File: config.mk
export PLATFORM = sky130hd
export DESIGN_NAME = uart_time_tx
export DESIGN_NICKNAME = d
export VERILOG_FILES = /design/src/rtl/uart_time_tx.sv
export SDC_FILE = /design/constraint.sdc
export NUM_CORES = 1
export LEC_CHECK = 0
export BUFFER_PORTS_ARGS = -buffer_cell sky130_fd_sc_hd__buf_2
export CORE_AREA = 2 2 65 67
export DETAILED_ROUTE_END_ITERATION = 16
export DIE_AREA = 0 0 67 69
export PLACE_DENSITY = 0.79
export SYNTH_ARGS = -nofsm -noshare
export SYNTH_HDL_FRONTEND = slang
export SYNTH_SLANG_ARGS = --single-unit
export TNS_END_PERCENT = 1
File: constraint.sdc
create_clock -name MCLK -period 2.3 [get_ports MCLK]
set_input_delay 0.575 -clock MCLK [delete_from_list [all_inputs] [get_ports MCLK]]
set_output_delay 0.575 -clock MCLK [all_outputs]
set_load 0.01 [all_outputs]
File: src/rtl/uart_time_tx.sv
`default_nettype none
// ============================================================================
// Module  : uart_time_tx
// Brief   : Snapshots four BCD timer digits and sends "MM:SS\r\n" as 8N1 serial.
// Rev     : 1.0  initial release
// ============================================================================
module uart_time_tx #(
  parameter int CLK_DIV = 2622,
  parameter int CNT_W   = 12
) (
  input  logic       MCLK,
  input  logic       RST_N,
  input  logic       SEND,
  input  logic [2:0] MIN_1,
  input  logic [3:0] MIN_0,
  input  logic [2:0] SEC_1,
  input  logic [3:0] SEC_0,
  input  logic       CTS,
  output logic       TX,
  output logic       BUSY,
  output logic       DONE
);

  typedef enum logic [2:0] {
    S_IDLE     = 3'd0,
    S_WAIT_CTS = 3'd1,
    S_START    = 3'd2,
    S_DATA     = 3'd3,
    S_STOP     = 3'd4
  } state_t;

  localparam logic [CNT_W-1:0] CNT_LAST = CNT_W'(CLK_DIV - 1);
  localparam logic [2:0]       LAST_BYTE = 3'd6;

  state_t           state_q;
  logic [CNT_W-1:0] cnt_q;
  logic [2:0]       bit_q;
  logic [2:0]       byte_idx_q;
  logic [13:0]      snap_q;
  logic             tx_q;
  logic             busy_q;
  logic             done_q;
  logic [7:0]       tx_byte;
  logic             bit_end;

  function automatic logic [7:0] digit_ascii(input logic [3:0] d);
    return (d > 4'd9) ? 8'h3F : {4'h3, d};
  endfunction

  // snap_q layout: {MIN_1[2:0], MIN_0[3:0], SEC_1[2:0], SEC_0[3:0]}
  always_comb begin
    tx_byte = 8'h0A;
    case (byte_idx_q)
      3'd0:    tx_byte = digit_ascii({1'b0, snap_q[13:11]});
      3'd1:    tx_byte = digit_ascii(snap_q[10:7]);
      3'd2:    tx_byte = 8'h3A;
      3'd3:    tx_byte = digit_ascii({1'b0, snap_q[6:4]});
      3'd4:    tx_byte = digit_ascii(snap_q[3:0]);
      3'd5:    tx_byte = 8'h0D;
      default: tx_byte = 8'h0A;
    endcase
  end

  assign bit_end = (cnt_q == CNT_LAST);

  always_ff @(posedge MCLK or negedge RST_N) begin
    if (!RST_N) begin
      state_q    <= S_IDLE;
      cnt_q      <= '0;
      bit_q      <= '0;
      byte_idx_q <= '0;
      snap_q     <= '0;
      tx_q       <= 1'b1;
      busy_q     <= 1'b0;
      done_q     <= 1'b0;
    end else begin
      done_q <= 1'b0;
      case (state_q)
        S_IDLE: begin
          tx_q <= 1'b1;
          if (SEND) begin
            snap_q     <= {MIN_1, MIN_0, SEC_1, SEC_0};
            byte_idx_q <= '0;
            busy_q     <= 1'b1;
            state_q    <= S_WAIT_CTS;
          end
        end
        S_WAIT_CTS: begin
          tx_q <= 1'b1;
          if (CTS) begin
            cnt_q   <= '0;
            tx_q    <= 1'b0;
            state_q <= S_START;
          end
        end
        S_START: begin
          if (bit_end) begin
            cnt_q   <= '0;
            bit_q   <= '0;
            tx_q    <= tx_byte[0];
            state_q <= S_DATA;
          end else begin
            cnt_q <= cnt_q + 1'b1;
          end
        end
        S_DATA: begin
          if (bit_end) begin
            cnt_q <= '0;
            if (bit_q == 3'd7) begin
              tx_q    <= 1'b1;
              state_q <= S_STOP;
            end else begin
              bit_q <= bit_q + 1'b1;
              tx_q  <= tx_byte[bit_q + 3'd1];
            end
          end else begin
            cnt_q <= cnt_q + 1'b1;
          end
        end
        S_STOP: begin
          tx_q <= 1'b1;
          if (bit_end) begin
            cnt_q <= '0;
            if (byte_idx_q == LAST_BYTE) begin
              busy_q     <= 1'b0;
              done_q     <= 1'b1;
              byte_idx_q <= '0;
              state_q    <= S_IDLE;
            end else begin
              byte_idx_q <= byte_idx_q + 1'b1;
              state_q    <= S_WAIT_CTS;
            end
          end else begin
            cnt_q <= cnt_q + 1'b1;
          end
        end
        default: begin
          tx_q    <= 1'b1;
          busy_q  <= 1'b0;
          state_q <= S_IDLE;
        end
      endcase
    end
  end

  assign TX   = tx_q;
  assign BUSY = busy_q;
  assign DONE = done_q;

endmodule
`default_nettype wire

# Word-level counts from Yosys, hierarchy flattened
# Index checks and enable logic that the tools add are counted.
# classes
n_eq_ne,20
n_reduce_logical,14
n_mux,38
n_addsub,3
bitwise,1
magnitude_cmp,5
# op_table
cell,count
$mux W3,12
$pmux W6 S6,1
$mux W12,2
$pmux W12 S2,1
$mux W4,4
$ne A2 B2 Y1 const B,8
$eq A3 B3 Y1 const B,5
$pmux W3 S5,1
$add A12 B1 Y12 const B,1
$eq A12 B12 Y1 const B,1
$eq A3 B2 Y1 const B,4
$mux W1,12
$pmux W3 S2,2
$gt A3 B4 Y1 const B,2
$gt A4 B4 Y1 const B,2
$reduce_and A4 Y1,2
$add A3 B1 Y3 const B,2
$eq A3 B1 Y1 const B,2
$logic_not A3 Y1,2
$pmux W1 S3,2
$reduce_and A2 Y1,3
$reduce_and A6 Y1,1
$reduce_bool A2 Y1,3
$reduce_or A3 Y1,2
other kinds (4),4
# word_totals
output_inout_bits,3
wordCells,89
regBits,38
input_bits,18

# Longest topological paths before layout
# depth
word_depth,8
ltp_mapped,10
depth_no_buf,9

# Least setup slack after synthesis
# No wires, ideal clock.
# synth_path
path_type,register to register
start,register byte_idx_q[2]
end,register tx_q (netlist: TX)
t_required_ns,2.207
path_stages_with_launch,9
setup_ns,0.093
slack_ns,0.445
period_less_slack_ns,1.855
path_buffers,1
t_arrival_ns,1.762
path_cell_list,dfrtp_1 > buf_2 > inv_1 > ha_1 > a22oi_1 > a311o_1 > a311o_1 > o211ai_2 > a32oi_1
# synth_between
elab_chain_cells,7
word_cells_on_any_way,13
cone_classes,eq/ne: 5; mux: 7; reduce/logical: 1
# synth_rtl
item,line,rtl
from (decl),38,logic [2:0] byte_idx_q;
from (signal assigned),130,byte_idx_q <= byte_idx_q + 1'b1;
"$eq A3 B3 Y1, or another cell as far along",53,case (byte_idx_q)
$pmux W6 S6 (*),53,
$bmux W1 S3,114,tx_q <= tx_byte[bit_q + 3'd1];
$mux W1 (not written as such),114,
$mux W1,109,if (bit_q == 3'd7) begin
$mux W1,107,if (bit_end) begin
$pmux W1 S3 (*),78,case (state_q)
to (signal assigned),100,tx_q <= tx_byte[0];
to (signal assigned),114,
to (decl),40,logic tx_q;
# Mark *: on every way between the ends. The rest lies on a longest branch, timed or not. The select of a mux whose other input is x is not followed.
# A chain may end at the register's enable or synchronous reset.

# Final worst setup path
# Same ends and word-level chain as after synthesis.

==> summary.md <==
| Metric | Value |
|---|---|
| Flop-to-flop setup slack | `between 200 and 300 ps` |
| Routed met1 length | `about 1900 um` |
| Initial DRC Count | `111` |
| Max Slew Vio Count | `0` |
| PortBufs | `20` |
| FF-to-FF Start | `byte_idx_q[2]` |
| GPL Wtd Cong | `0.840` |
| Reg2Reg Capture Point | `TX` |
| Top-area cell type share of the netlist area | `44.3%` |
| Post-DP HPWL | `approximately 2900 um` |
| Final antenna-violating net count | `0` |
| Clock Pin Slew Worst Setup and Hold Paths | `around 70 ps` |
| F_max | `0.491 GHz` |
| Vias/cell | `between 5 and 6` |
| Yosys cell types | `50` |
| Setup TNS | `0 ps` |
| Peak VDD IR | `between 0.7 and 0.8 mV` |
| Post-Synth Adder-Cell Area | `2.99%` |
| WP data required | `around 2500 ps` |
| Fill cells | `353` |
| Setup CP Type | `register to register` |
| Startpoint types | `register` |
| Met3 wire len | `188 um` |
| CTS sink count | `38` |
| Final core occ | `60.1%` |
| Final Hold Fails | `0` |
| Wirelength per Cell | `between 10 and 15 um` |
| Post-synth ARST share | `100%` |
| Reg2Reg Depth | `7` |
| Initial core utilization | `53.5%` |
| Post-synthesis sequential area ratio | `approximately 46%` |
| Critical path's top delay family | `compound AO/OA/AOI/OAI gates` |
| Dominant cell by count in the synthesized netlist | `dfrtp_1` |
| Post-synthesis cell area | `around 2100 um2` |
| Hold WC Path Type | `primary input to async pin` |
| Lkg Pwr | `1.05 nW` |
| Post-Route WL | `4090 um` |
| Relative slew slack | `45.8%` |
| MaxCap Viol Count | `0` |
| DP Area | `2210 um2` |
| Post_cts resized | `0` |
| Setup violations, final | `0` |
| Synth Area in Compound Gates | `17.6%` |
| Drt pass-1 iters | `4` |
| NumNets Final | `252` |
| Arrival time at the worst endpoint | `between 2000 and 2500 ps` |
| Timing endpoint of the critical path | `TX` |
| Top post-synthesis cells by area | `dfrtp_1, mux2_2, o21ai_0` |
| Synth top cells by count | `dfrtp_1, nor2_1, nand2_1` |
| Fin area | `around 2400 um2` |
| Die Wd | `67 um` |
| # rows | `23` |
| Final total power | `0.00255 W` |
| Core area | `3910 um2` |
| Detailed-route via count | `1627` |
| Ant. Diodes | `0` |
| RSZ-0062 raised after global routing | `no` |
| Vias in the first global route | `1617` |
| Largest net degree at the start of global routing | `39` |
| Top_reg_cell synth | `dfrtp_1` |
| Simple-Gate Fraction of Synth Area | `~17%` |
| CTS tree | `done` |
| Period utilization | `between 80% and 90%` |
| Post-Place Setup Slack | `around 320 ps` |
| Total congestion overflow | `0` |
| Syn Inst Count | `210` |
| #FFs+latches synth | `38` |
| CTS buffer count | `5` |
| Die Ht | `69 um` |
| Largest family of logic cells by synthesized area | `compound AO/OA/AOI/OAI gates` |
| CTS Root Cell | `clkbuf_8` |
| Worst-path maximum fanout | `11` |
| Final worst slack | `263 ps` |
| Post-Syn Area per Cell | `9.96 um2` |
| Clk buf depth | `2` |
| Slowest CP cell | `dfrtp_1` |
| Power density cells | `1080 nW/um2` |
| Fin crit period | `2040 ps` |
| Die area | `4620 um2` |
| Worst-margin pin slew | `a little over 800 ps` |
| Drc violations | `0` |
| Hold buffer count at cts | `0` |
| Clk Latency, worst-skew pair | `290 ps` |
| CTS H-tree lvls | `2` |
| Layout Area Growth over Synthesis | `12.4%` |
| Initial antenna violation count | `0` |
| Final setup skew | `between 6 and 7 ps` |
| GRT Overall Usage | `20.1%` |
| Top cell by count, worst path | `a311o_1` |
| Buf+Inv Stages, Crit Path | `1` |
| Critical Path Start | `byte_idx_q[2]` |
| Post-synth EDFFs | `0` |
| Yosys top cell by area | `dfrtp_1` |
| Metal2 WL | `between 1500 and 2000 um` |
| Ports | `21` |
| First-pass GRT wire length | `~7300 um` |
| Crit-path cells | `inv_1, ha_1, a22oi_1, a311o_1, a311o_1, o211ai_2, a32oi_1` |
| Post-CTS setup buffer count | `0` |
| Status | `complete, no violations` |
| Worst Setup End Kind | `register` |
| Mux cell area share after synthesis | `8.01%` |
| Levels on crit path | `7` |
| YS warnings | `0` |
| CP max stage delay | `500 ps` |
| Uppermost layer routed | `met4` |
| Layout cell share with drive strength beyond 1 | `between 20% and 30%` |
| Synth Net Count | `233` |
| Synth Area in XOR/XNOR | `4.19%` |
## layer usage
metal  vias to the layer above  global-route usage [%]
li1                        797                       -
met5                         -                       0
met2                        42                    30.5
met4                         0                    5.44
met3                         5                    4.89
met1                       783                    28.8
## cell type report
type	count	area (um2)	area share, %
flip-flops and latches	38	952	40.5
well taps	50	62.6	2.66
clock inverters	2	60.1	2.55
repair buffers	23	123	5.21
inverters	10	37.5	1.60
clock buffers	6	82.6	3.51
multi-input cells	151	1030	44.0
## worst reg2reg max path, stage by stage, from the launching register on
cell      delay, ps
dfrtp_1         500
inv_1           150
ha_1            270
a22oi_1         100
a311o_1         330
a311o_1         370
o211ai_2        150
a32oi_1          80
## kinds of logic after synthesis
logic type / after synthesis
AO/OA/AOI/OAI: 53
XOR/XNOR: 10
adder cells (fa/ha/maj): 5
buffers and inverters: 21
flip-flops: 38
multiplexers: 15
AND/OR/NAND/NOR: 68
## worst min path at each step
stage / endpoint / cells past startpoint / slack (ps)
final: snap_q[8] / 1 / 370
after global routing: snap_q[8] / 1 / 420
after floorplan: BUSY / 0 / 280
after detailed placement: snap_q[11] / 1 / 500
after CTS: snap_q[8] / 1 / 400
after global placement: TX / 2 / 490
## placed cells by master (no fill, tap or decap), types with 2 or more instances in the layout
cell       netlist  final
a211o_1          2      2
a211oi_1         3      3
a21oi_1         10     10
a22oi_1          3      3
a311o_1          2      2
a31oi_1          2      2
a32oi_1          2      2
and2_1           2      2
and3_1           2      2
buf_2            6     20
buf_4            1      3
bufinv_16        0      2
clkbuf_8         0      6
dfrtp_1         37     37
ha_1             5      5
inv_1           10     10
mux2_2          14     14
nand2_1         16     16
nand3_1          8      8
nand4_1          4      4
nor2_1          18     18
nor2b_1          2      2
nor3_1           6      6
nor4_1           2      2
o211ai_1         3      3
o21ai_0         14     14
xnor2_1          3      3
xor2_1           7      7
## through the flow
| step | instances | hold WS (ps) |
|---|---|---|
| final | 280 | 373 |
| after global routing | 280 | 425 |
| after CTS | 280 | 404 |
| after detailed placement | 272 | 501 |
| after global placement | 272 | 488 |
| after floorplan | 210 | 279 |
## power by group
group          switching [W]  internal [W]  total, W
logic               0.000387      0.000367  0.000754
registers           0.000222      0.000879   0.00110
clock network       0.000234      0.000463  0.000697
## flip-flops by register name, summed over array words and instances, names as in the netlist
signal and count:
BUSY 1, DONE 1, TX 1, bit_q 3, byte_idx_q 3, cnt_q 12, snap_q 14, state_q 3
Note: power is estimated with default switching activity, not from simulation.
